## config.mk

```make
export PLATFORM = sky130hd
export DESIGN_NAME = fb_pixel_writer
export DESIGN_NICKNAME = d
export VERILOG_FILES = /design/src/rtl/fb_pixel_writer_pkg.sv /design/src/rtl/fb_sync_fifo.sv /design/src/rtl/fb_pixel_writer.sv
export SDC_FILE = /design/constraint.sdc
export NUM_CORES = 1
export LEC_CHECK = 0
export ABC_AREA = 1
export CAP_MARGIN = 15
export CORE_MARGIN = 2
export CORE_UTILIZATION = 25
export CTS_CLUSTER_DIAMETER = 40
export DETAILED_ROUTE_END_ITERATION = 16
export PLACE_DENSITY = 0.42
export SYNTH_ARGS = -nofsm -noshare
export SYNTH_HDL_FRONTEND = slang
export SYNTH_SLANG_ARGS = --single-unit
```

## constraint.sdc

```tcl
create_clock -name clk -period 2.4 [get_ports clk]
set_input_delay 0.48 -clock clk [delete_from_list [all_inputs] [get_ports clk]]
set_output_delay 0.48 -clock clk [all_outputs]
set_load 0.02 [all_outputs]
```

## src/rtl/fb_pixel_writer_pkg.sv

```systemverilog
// Shared types and constants for the framebuffer pixel writer path.
package fb_pixel_writer_pkg;

  localparam int unsigned NibbleW   = 4;
  localparam int unsigned DefFrameW = 320;
  localparam int unsigned DefFrameH = 480;

  typedef enum logic [2:0] {
    StIdle  = 3'd0,
    StPtr   = 3'd1,
    StPtrW  = 3'd2,
    StLoad  = 3'd3,
    StSend  = 3'd4,
    StWait  = 3'd5,
    StDone  = 3'd6
  } state_e;

endpackage

```

## src/rtl/fb_sync_fifo.sv

```systemverilog
// Small synchronous FIFO with flush; full/empty derived from a registered occupancy count.
import fb_pixel_writer_pkg::*;

module fb_sync_fifo #(
  parameter int unsigned WIDTH = NibbleW,
  parameter int unsigned DEPTH = 4
) (
  input  logic             clk,
  input  logic             rst_n,
  input  logic             flush_i,
  input  logic             push_i,
  input  logic [WIDTH-1:0] data_i,
  input  logic             pop_i,
  output logic [WIDTH-1:0] data_o,
  output logic             full_o,
  output logic             empty_o
);

  localparam int unsigned AW = (DEPTH > 1) ? $clog2(DEPTH) : 1;

  logic [WIDTH-1:0] mem_q [DEPTH];
  logic [AW-1:0]    wptr_q, rptr_q;
  logic [AW:0]      cnt_q;
  logic             do_push, do_pop;

  assign full_o  = (cnt_q == (AW + 1)'(DEPTH));
  assign empty_o = (cnt_q == '0);
  assign do_push = push_i & (~full_o | pop_i);
  assign do_pop  = pop_i & ~empty_o;
  assign data_o  = mem_q[rptr_q];

  always_ff @(posedge clk) begin
    if (!rst_n) begin
      wptr_q <= '0;
      rptr_q <= '0;
      cnt_q  <= '0;
    end else if (flush_i) begin
      wptr_q <= '0;
      rptr_q <= '0;
      cnt_q  <= '0;
    end else begin
      if (do_push) wptr_q <= wptr_q + AW'(1);
      if (do_pop)  rptr_q <= rptr_q + AW'(1);
      case ({do_push, do_pop})
        2'b10:   cnt_q <= cnt_q + (AW + 1)'(1);
        2'b01:   cnt_q <= cnt_q - (AW + 1)'(1);
        default: cnt_q <= cnt_q;
      endcase
    end
  end

  // Storage needs no reset; occupancy tracking makes stale entries unreachable.
  always_ff @(posedge clk) begin
    if (do_push && !flush_i) mem_q[wptr_q] <= data_i;
  end

endmodule

```

## src/rtl/fb_pixel_writer.sv

```systemverilog
// Buffers grey pixels from the iteration engine and streams them to the RP2040 over a
// toggle req/ack handshake, preceded by one write-pointer-reset transaction per frame.
import fb_pixel_writer_pkg::*;

module fb_pixel_writer #(
  parameter int unsigned FRAME_W     = DefFrameW,
  parameter int unsigned FRAME_H     = DefFrameH,
  parameter int unsigned FIFO_DEPTH  = 4,
  parameter int unsigned SYNC_STAGES = 2
) (
  input  logic               clk,
  input  logic               rst_n,
  input  logic               start_frame_i,
  input  logic               pix_valid_i,
  input  logic [NibbleW-1:0] pix_data_i,
  output logic               pix_ready_o,
  output logic [NibbleW-1:0] write_data_o,
  output logic               reset_write_ptr_o,
  output logic               write_req_o,
  input  logic               ack_i,
  output logic               busy_o,
  output logic               frame_done_o
);

  localparam int unsigned NumPix = FRAME_W * FRAME_H;
  localparam int unsigned CntW   = $clog2(NumPix + 1);

  logic [SYNC_STAGES-1:0] sync_q;
  logic                   ack_s, pending;
  state_e                 state_q;
  logic [CntW-1:0]        cnt_q;
  logic [NibbleW-1:0]     wdata_q, fifo_head;
  logic                   ptr_q, req_q, done_q;
  logic                   fifo_full, fifo_empty, fifo_push, fifo_pop, fifo_flush;

  // ack_i crosses from the RP2040 domain; no reset so it tracks the far side immediately.
  always_ff @(posedge clk) begin
    sync_q <= {sync_q[SYNC_STAGES-2:0], ack_i};
  end

  assign ack_s   = sync_q[SYNC_STAGES-1];
  assign pending = req_q ^ ack_s;

  assign busy_o            = (state_q != StIdle);
  assign pix_ready_o       = busy_o & ~fifo_full & (state_q != StDone);
  assign write_data_o      = wdata_q;
  assign reset_write_ptr_o = ptr_q;
  assign write_req_o       = req_q;
  assign frame_done_o      = done_q;

  assign fifo_push  = pix_valid_i & pix_ready_o;
  assign fifo_pop   = (state_q == StLoad) & ~fifo_empty;
  assign fifo_flush = (state_q == StIdle) & start_frame_i;

  fb_sync_fifo #(
    .WIDTH (NibbleW),
    .DEPTH (FIFO_DEPTH)
  ) u_fifo (
    .clk     (clk),
    .rst_n   (rst_n),
    .flush_i (fifo_flush),
    .push_i  (fifo_push),
    .data_i  (pix_data_i),
    .pop_i   (fifo_pop),
    .data_o  (fifo_head),
    .full_o  (fifo_full),
    .empty_o (fifo_empty)
  );

  always_ff @(posedge clk) begin
    if (!rst_n) begin
      state_q <= StIdle;
      cnt_q   <= '0;
      wdata_q <= '0;
      ptr_q   <= 1'b0;
      req_q   <= 1'b0;
      done_q  <= 1'b0;
    end else begin
      done_q <= 1'b0;
      case (state_q)
        StIdle: begin
          // Follow the far side so a reset never leaves a spurious transaction pending.
          req_q <= ack_s;
          if (start_frame_i) begin
            cnt_q   <= '0;
            ptr_q   <= 1'b1;
            wdata_q <= '0;
            state_q <= StPtr;
          end
        end
        StPtr: begin
          req_q   <= ~req_q;
          state_q <= StPtrW;
        end
        StPtrW: begin
          if (!pending) begin
            ptr_q   <= 1'b0;
            state_q <= StLoad;
          end
        end
        StLoad: begin
          if (!fifo_empty) begin
            wdata_q <= fifo_head;
            state_q <= StSend;
          end
        end
        StSend: begin
          req_q   <= ~req_q;
          state_q <= StWait;
        end
        StWait: begin
          if (!pending) begin
            cnt_q <= cnt_q + CntW'(1);
            if (cnt_q == CntW'(NumPix - 1)) begin
              done_q  <= 1'b1;
              state_q <= StDone;
            end else begin
              state_q <= StLoad;
            end
          end
        end
        StDone: state_q <= StIdle;
        default: state_q <= StIdle;
      endcase
    end
  end

endmodule

```

==> results of run 1 <==
[where the power goes]
group | internal, mW | total [mW] | switching, mW
clock | 0.416 | 0.725 | 0.308
sequential | 1.02 | 1.07 | 0.0499
combinational | 0.201 | 0.585 | 0.384
[how the worst max path moves through the flow]
| stage | startpoint | end | cells after the start |
|---|---|---|---|
| 6_report | state_q[2]$_SDFFE_PN0P_ | pix_ready_o | 5 |
| 3_3_place_gp | pix_valid_i | u_fifo.cnt_q[2]$_SDFFE_PP0P_ | 9 |
| 3_5_place_dp | pix_valid_i | u_fifo.cnt_q[2]$_SDFFE_PP0P_ | 9 |
| 2_1_floorplan | state_q[0]$_SDFFE_PN0P_ | u_fifo.cnt_q[2]$_SDFFE_PP0P_ | 12 |
| 4_1_cts | state_q[0]$_SDFFE_PN0P_ | pix_ready_o | 5 |
| 5_1_grt | state_q[2]$_SDFFE_PN0P_ | u_fifo.cnt_q[2]$_SDFFE_PP0P_ | 12 |
[kinds of logic (layout without fill, tap and decap cells)]
| group | Yosys count | count (layout) |
|---|---|---|
| flip-flops | 55 | 55 |
| AND/OR/NAND/NOR | 174 | 174 |
| buffers and inverters | 53 | 76 |
| adder cells (fa/ha/maj) | 7 | 7 |
| AO/OA/AOI/OAI | 54 | 54 |
| XOR/XNOR | 1 | 1 |
[area by class of cell]
class,count,area [um2],area share [%]
sequential,55,1260,39.6
multi-input combinational,236,1240,38.9
inverter,49,189,5.92
timing repair buffer,19,185,5.80
tap,140,175,5.49
clock buffer,5,68.8,2.16
clock inverter,3,67.6,2.12
[stage by stage]
step	cell area (um2)	total power, mW	util (%)	hold WS [ns]
after floorplan	2720	1.50	-	0.310
after global placement	3050	1.69	28.4	0.316
after detailed placement	3050	1.68	28.4	0.314
after CTS	3190	2.42	29.6	0.346
after global routing	3190	2.54	29.7	0.352
final	3190	2.38	29.7	0.339
[Yosys cell counts (all sizes together)]
library cell	n
a21oi	20
a221oi	1
buf	2
clkbuf	2
dfxtp	39
edfxtp	16
fa	1
ha	6
inv	49
nand2	67
nand3	20
nand3b	2
nand4	4
nor2	64
nor3	16
nor3b	1
o211ai	1
o21ai	31
o21bai	1
xor2	1
[state kept, by name (all words and copies together), names as in the netlist, named ones only]
name / cells
sync_q: 2
write_data_o: 4
u_fifo.mem_q: 16
write_req_o: 1
reset_write_ptr_o: 1
u_fifo.rptr_q: 2
cnt_q: 18
frame_done_o: 1
state_q: 3
u_fifo.wptr_q: 2
u_fifo.cnt_q: 3
[critical path: stages (launching register included)]
cell and delay (ns):
sky130_fd_sc_hd__dfxtp_1 0.47, sky130_fd_sc_hd__inv_4 0.11, sky130_fd_sc_hd__nand2_4 0.10, sky130_fd_sc_hd__o211ai_1 0.09, sky130_fd_sc_hd__inv_1 0.08, sky130_fd_sc_hd__clkdlybuf4s50_1 0.61
[cell usage in the layout, fill, tap and decap left out]
master | netlist | routed
sky130_fd_sc_hd__nand2_4 | 3 | 3
sky130_fd_sc_hd__o21ai_0 | 29 | 28
sky130_fd_sc_hd__nand3_1 | 20 | 20
sky130_fd_sc_hd__nand2_8 | 1 | 1
sky130_fd_sc_hd__inv_1 | 43 | 43
sky130_fd_sc_hd__o21ai_2 | 1 | 1
sky130_fd_sc_hd__bufinv_16 | 0 | 2
sky130_fd_sc_hd__ha_1 | 6 | 6
sky130_fd_sc_hd__a221oi_1 | 1 | 1
sky130_fd_sc_hd__inv_2 | 5 | 4
sky130_fd_sc_hd__xor2_1 | 1 | 1
sky130_fd_sc_hd__nor2_1 | 56 | 56
sky130_fd_sc_hd__clkdlybuf4s50_1 | 0 | 17
sky130_fd_sc_hd__o211ai_1 | 1 | 1
sky130_fd_sc_hd__clkinvlp_4 | 0 | 1
sky130_fd_sc_hd__nor3_1 | 8 | 8
sky130_fd_sc_hd__a21oi_1 | 20 | 20
sky130_fd_sc_hd__o21bai_1 | 1 | 1
sky130_fd_sc_hd__nor2_2 | 5 | 5
sky130_fd_sc_hd__edfxtp_1 | 16 | 16
sky130_fd_sc_hd__nor2_8 | 1 | 1
sky130_fd_sc_hd__nor3b_2 | 1 | 1
sky130_fd_sc_hd__inv_4 | 1 | 2
sky130_fd_sc_hd__fa_1 | 1 | 1
sky130_fd_sc_hd__nand3b_1 | 2 | 2
sky130_fd_sc_hd__clkbuf_8 | 0 | 5
sky130_fd_sc_hd__nor2_4 | 2 | 2
sky130_fd_sc_hd__nand4_1 | 4 | 4
sky130_fd_sc_hd__nand2_1 | 60 | 60
sky130_fd_sc_hd__buf_4 | 1 | 2
sky130_fd_sc_hd__dfxtp_2 | 0 | 2
sky130_fd_sc_hd__o21ai_1 | 1 | 2
sky130_fd_sc_hd__nand2_2 | 3 | 3
sky130_fd_sc_hd__dfxtp_1 | 39 | 37
sky130_fd_sc_hd__nor3_2 | 8 | 8
[metal layers]
layer	vias up	global-route usage (%)
li1	1152	-
met1	947	14.2
met2	15	17.3
met3	4	1.99
met4	0	2.56
met5	-	0
[timing repair]
item | 4_1_cts | 5_1_grt
buffers inserted | 0 | 0
setup endpoints to repair | 0 | 2
resized for setup | 0 | 4
==> flow_summary_export.csv, run 1 <==
group,metric,value,unit
run_status,run_status,"complete, no violations",
synth,synth_top_area_share,28.7,%
cells_and_area,layout-drive-gt1-share,11.7,%
detailed_routing,routed-via-count,2118,
detailed_routing,remaining_drc_errors,0,
floorplan,floorplan.die.height,108,um
cells_and_area,antennaDiodeCount,0,
synth,synth-compound-area-share,10.4,%
floorplan,row_count,38,
cells_and_area,areaGrowthSynthToFinish,17.3,%
sta,drv_slew,0,
power_and_ir_drop,leakagePower,1.16,nW
floorplan,core_area,10700,um2
min_path,timing.hold.worst.class,"flip-flop to flip-flop",
critical_path,worst-endpoint-arrival,1.76,ns
placed_design,place_inst,499,
synth,simple_gate_area_share_of_the_yosys_netlist,31.4,%
synth,synth.top_cells.by_area,"sky130_fd_sc_hd__dfxtp_1 (29%), sky130_fd_sc_hd__edfxtp_1 (18%), sky130_fd_sc_hd__nand2_1 (8.3%), sky130_fd_sc_hd__nor2_1 (7.7%), sky130_fd_sc_hd__inv_1 (5.9%)",
synth,mappedNetlistArea,2720,um2
synth,yosys_register_bits,55,
sta,setup_viol_count_final,0,
cts,cts_htree_levels,2,
synth,post_synth.cell_area_avg,7.90,um2
critical_path,path_max_fanout,6,
power_and_ir_drop,power_density,744,nW/um2
sta,finalCritPeriodShare,93.2,%
floorplan,initial_core_util,25.3,%
critical_path,critical_path_class,"flip-flop to output port",
min_path,worstHoldEndpoint,"sync_q[1]$_DFF_P_",
sta,relSlewSlack,72.4,%
synth,syn-instance-count,344,
power_and_ir_drop,irDropWorstVdd,0.262,mV
cts,clock_path_buffers,2,
cts,total_of_hold_buffers_inserted_after_clock_tree_synthesis,0,
detailed_routing,detail_route.wirelength.met1,2900,um
sta,report.final.hold_viol_count,0,
cells_and_area,filler_cell_count,1207,
global_route,vias_in_the_first_global_route,2100,
floorplan,io_pins,18,
sta,clock-skew-final,0.00444,ns
critical_path,critical_path.endpoint_type,"output port",
placed_design,hpwl,4170,um
synth,synth.largest_area_cell,"sky130_fd_sc_hd__dfxtp_1",
critical_path,worstSetupStartpointType,"flip-flop",
placed_design,routabilityCongestion,0.752,
flow_run,maxCapViolations,0,
critical_path,setup.reg_to_reg.worst_slack,0.33,ns
sta,grt_setup_unrepaired,"false",
global_route,grt_use_total,10.5,%
global_route,grt_antenna_before_repair,0,
floorplan,die_width,108,um
sta,final.min_clock_period,2.24,ns
detailed_routing,antenna_violating_nets_post_route,0,
detailed_routing,wire_per_inst,10.8,um
min_path,whs_path_depth,0,
cts,clk-insertion-delay-late,0.30,ns
cts,clock_pin_slew_on_the_worst_setup_and_hold_paths,0.10,ns
sta,fin_setup_tns,0,ns
cells_and_area,fin_nets,382,
detailed_routing,top_signal_layer_used,"met4",
placed_design,port_buffers,17,
sta,tightest_slew,0.412,ns
synth,mux_cell_area_share_after_synthesis,0,%
floorplan,dieArea,11700,um2
critical_path,required_time_reported_for_the_critical_path_endpoint,1.92,ns
synth,synth_nets,360,
sta,peak_clock_frequency_supported_by_timing,0.447,GHz
synth,yosys_warnings,0,
detailed_routing,detail_route.first_pass.iterations,4,
synth,ys_seq_area_share,46.4,%
critical_path,timing.rr.start,"state_q[2]$_SDFFE_PN0P_",
cts,cts_tree,"yes",
synth,yosysUniqueCellTypes,32,
detailed_routing,avgViaCountPerCell,4.18,
synth,synthXorXnorAreaFrac,0.322,%
cts,clock-root-buffer,"sky130_fd_sc_hd__clkbuf_8",
global_route,grt_start_max_net_pins,20,
detailed_routing,drt_wl_total,5500,um
detailed_routing,drt_iter0_markers,78,
min_path,hold_path_startpoint,"sync_q[0]$_DFF_P_",
synth,adder_cell_area_share_of_the_yosys_netlist,3.50,%
detailed_routing,routed-wl-met2,2450,um
synth,dominant_combinational_cell_family_by_area_after_synthesis,"simple AND/OR/NAND/NOR gates",
critical_path,r2r.worst_path.cells,12,
cts,cts_num_sinks,55,
placed_design,place_worst_setup_slack,0.243,ns
cells_and_area,layoutNonFillerInstCount,507,
global_route,grt_pass1_wl,9790,um
cts,numCtsBuffers,5,
detailed_routing,detailroute.wirelength.met3,96,um
critical_path,worst_r2r_endpoint,"u_fifo.cnt_q[2]$_SDFFE_PP0P_",
sta,final.setup.worst_slack,0.162,ns
global_route,globalRouteOverflowTotal,0,
Power figures use the tool's default switching activity.
==> run 2, diff against run 1 <==
- CELL_PAD_IN_SITES_DETAIL_PLACEMENT: default -> 0
- CELL_PAD_IN_SITES_GLOBAL_PLACEMENT: default -> 1
- PLACE_DENSITY: 0.42 -> 0.52
==> run 2 against run 1 <==
Compared with the run above: clock skew up 0.0090 ns; register-to-register slack worse by 0.03 ns; power shrank 5.7%; worst setup slack got worse by 0.019 ns; design area decreased by 1.1%; first-iteration DRC count rose by 18%; cell count unchanged; largest cell class unchanged; clock power decreased by 19%; highest routed layer unchanged; die area did not move; hold slack better by 0.0086 ns; sequential share of layout area increased by 0.42 points; fmax fell by 0.84%.
==> flow_summary_export.csv, run 2 (synthesis results as in run 1) <==
group,metric,value,unit
cells_and_area,fin_nets,382,
global_route,grt_start_max_net_pins,21,
global_route,globalRouteOverflowTotal,0,
critical_path,required_time_reported_for_the_critical_path_endpoint,1.92,ns
placed_design,postPlaceCellArea,3050,um2
power_and_ir_drop,seq_power_share,47.6,%
placed_design,port_buffers,17,
cts,numCtsBuffers,5,
detailed_routing,routed-via-count,2171,
cts,total_of_hold_buffers_inserted_after_clock_tree_synthesis,0,
critical_path,worst-endpoint-arrival,1.78,ns
floorplan,floorplan.die.height,108,um
flow_run,maxCapViolations,0,
sta,drv_slew,0,
min_path,timing.hold.worst.class,"flip-flop to flip-flop",
placed_design,place_inst,499,
floorplan,die_width,108,um
power_and_ir_drop,clock_power_share,26.2,%
power_and_ir_drop,irDropWorstVdd,0.326,mV
sta,peak_clock_frequency_supported_by_timing,0.443,GHz
run_status,run_status,"complete, no violations",
placed_design,routabilityCongestion,0.709,
floorplan,core_area,10700,um2
sta,final.min_clock_period,2.26,ns
cts,clock_pin_slew_on_the_worst_setup_and_hold_paths,0.11,ns
cts,clock-root-buffer,"sky130_fd_sc_hd__clkbuf_8",
cts,clk-insertion-delay-late,0.32,ns
sta,report.final.hold_viol_count,0,
global_route,grt_use_total,10.9,%
cells_and_area,layout_common_cells,"sky130_fd_sc_hd__nand2_1 (60), sky130_fd_sc_hd__nor2_1 (56), sky130_fd_sc_hd__inv_1 (43)",
sta,fin_setup_tns,0,ns
sta,finalCritPeriodShare,94.0,%
critical_path,timing.rr.start,"state_q[2]$_SDFFE_PN0P_",
cells_and_area,areaGrowthSynthToFinish,16.1,%
sta,grt_setup_unrepaired,"false",
critical_path,path_max_fanout,6,
global_route,global_route.usage.met3,2.23,%
cells_and_area,layoutNonFillerInstCount,507,
detailed_routing,wire_per_inst,11.8,um
power_and_ir_drop,leakagePower,1.15,nW
detailed_routing,drt_wl_total,5960,um
floorplan,dieArea,11700,um2
floorplan,io_pins,18,
sta,clock-skew-final,0.0134,ns
power_and_ir_drop,power_density,710,nW/um2
critical_path,worstSetupStartpointType,"flip-flop",
detailed_routing,drt_iter0_markers,92,
floorplan,row_count,38,
critical_path,startpoint,"state_q[2]$_SDFFE_PN0P_",
sta,tightest_slew,0.463,ns
power_and_ir_drop,p_sw_share,35.7,%
critical_path,critical_path_class,"flip-flop to output port",
sta,relSlewSlack,69.0,%
cts,post-cts-setup-buffers,0,
global_route,grt_pass1_wl,10100,um
cts,clock_path_buffers,2,
power_and_ir_drop,power.net_switching,800,uW
detailed_routing,detail_route.first_pass.iterations,7,
global_route,vias_in_the_first_global_route,2138,
cts,cts_tree,"yes",
sta,setup_viol_count_final,0,
cells_and_area,final_common_cell,"sky130_fd_sc_hd__nand2_1",
global_route,met2_usage,17.3,%
placed_design,hpwl,4450,um
cts,cts_htree_levels,2,
cts,cts_num_sinks,55,
min_path,hold_path_startpoint,"sync_q[0]$_DFF_P_",
power_and_ir_drop,power.combinational.fraction,26.1,%
cells_and_area,largest_reg_flops,18,
global_route,grt_use_met1,14.9,%
floorplan,initial_core_util,25.3,%
global_route,grt_antenna_before_repair,0,
cells_and_area,layout-drive-gt1-share,11.7,%
sta,final.hold.worst_slack,0.348,ns
detailed_routing,remaining_drc_errors,0,
critical_path,critical_path.endpoint_type,"output port",
cells_and_area,antennaDiodeCount,0,
cells_and_area,layout_cell_area_excl_fill,3160,um2
cells_and_area,largest-register,"cnt_q",
global_route,grt_busiest_layer,"met2",
detailed_routing,antenna_violating_nets_post_route,0,
power_and_ir_drop,power_report.internal_total,1.44,mW
detailed_routing,avgViaCountPerCell,4.28,
==> run 2: changes by cell type in the layout (fill, tap and decap cells not counted), sizes merged <==
cell	previous run	this run
clkinvlp	1	0
bufinv	2	0
clkinv	0	1
inv	49	51
==> run 2: metrics by stage <==
| stage | util, % | power (mW) | setup WS [ns] |
|---|---|---|---|
| after floorplan | - | 1.50 | 0.222 |
| after global placement | 28.4 | 1.69 | 0.257 |
| after detailed placement | 28.4 | 1.68 | 0.196 |
| after CTS | 29.3 | 2.29 | 0.0568 |
| after global routing | 29.4 | 2.39 | 0.00980 |
| final | 29.4 | 2.24 | 0.143 |
==> run 2: path summary, 6_finish.rpt <==
kind                                                      to  depth (start not counted)  slack (ns)
worst max register to register  u_fifo.cnt_q[2]$_SDFFE_PP0P_                         12        0.30
worst min register to register             sync_q[1]$_DFF_P_                          0        0.35
worst max-delay path                             pix_ready_o                          5        0.14
worst min-delay path                       sync_q[1]$_DFF_P_                          0        0.35
==> run 2: layer usage <==
layer	wire length (um)	share of wire, %
met1	2980	50
met2	2660	45
met3	238	4.0
met4	87	1.5
met5	0	0
==> run 2: cell type report <==
type | count | area (um2)
clock buffers | 5 | 68.8
repair buffers | 19 | 185
well taps | 140 | 175
clock inverters | 3 | 33.8
fillers | 1207 | 7590
multi-input cells | 236 | 1240
flip-flops and latches | 55 | 1260
inverters | 49 | 189
==> run 2: what timing repair did <==
action / in CTS / in global routing
endpoints found under the hold margin: 0 / 0
endpoints found under the setup margin: 0 / 2
resized for setup: 0 / 3
==> run 2: power by group through the flow <==
stage	sequential, mW	combinational, mW	clock, mW
floorplan	1.09	0.414	0
global placement	1.09	0.601	0
detailed placement	1.09	0.597	0
CTS	1.07	0.599	0.622
global route	1.08	0.668	0.650
finish	1.07	0.585	0.588
==> run 2: worst max-delay path, stage by stage, from the launching register on <==
cell and delay, ns:
sky130_fd_sc_hd__dfxtp_1 0.47, sky130_fd_sc_hd__inv_4 0.11, sky130_fd_sc_hd__nand2_4 0.10, sky130_fd_sc_hd__o211ai_1 0.09
sky130_fd_sc_hd__inv_1 0.08, sky130_fd_sc_hd__clkdlybuf4s50_1 0.61
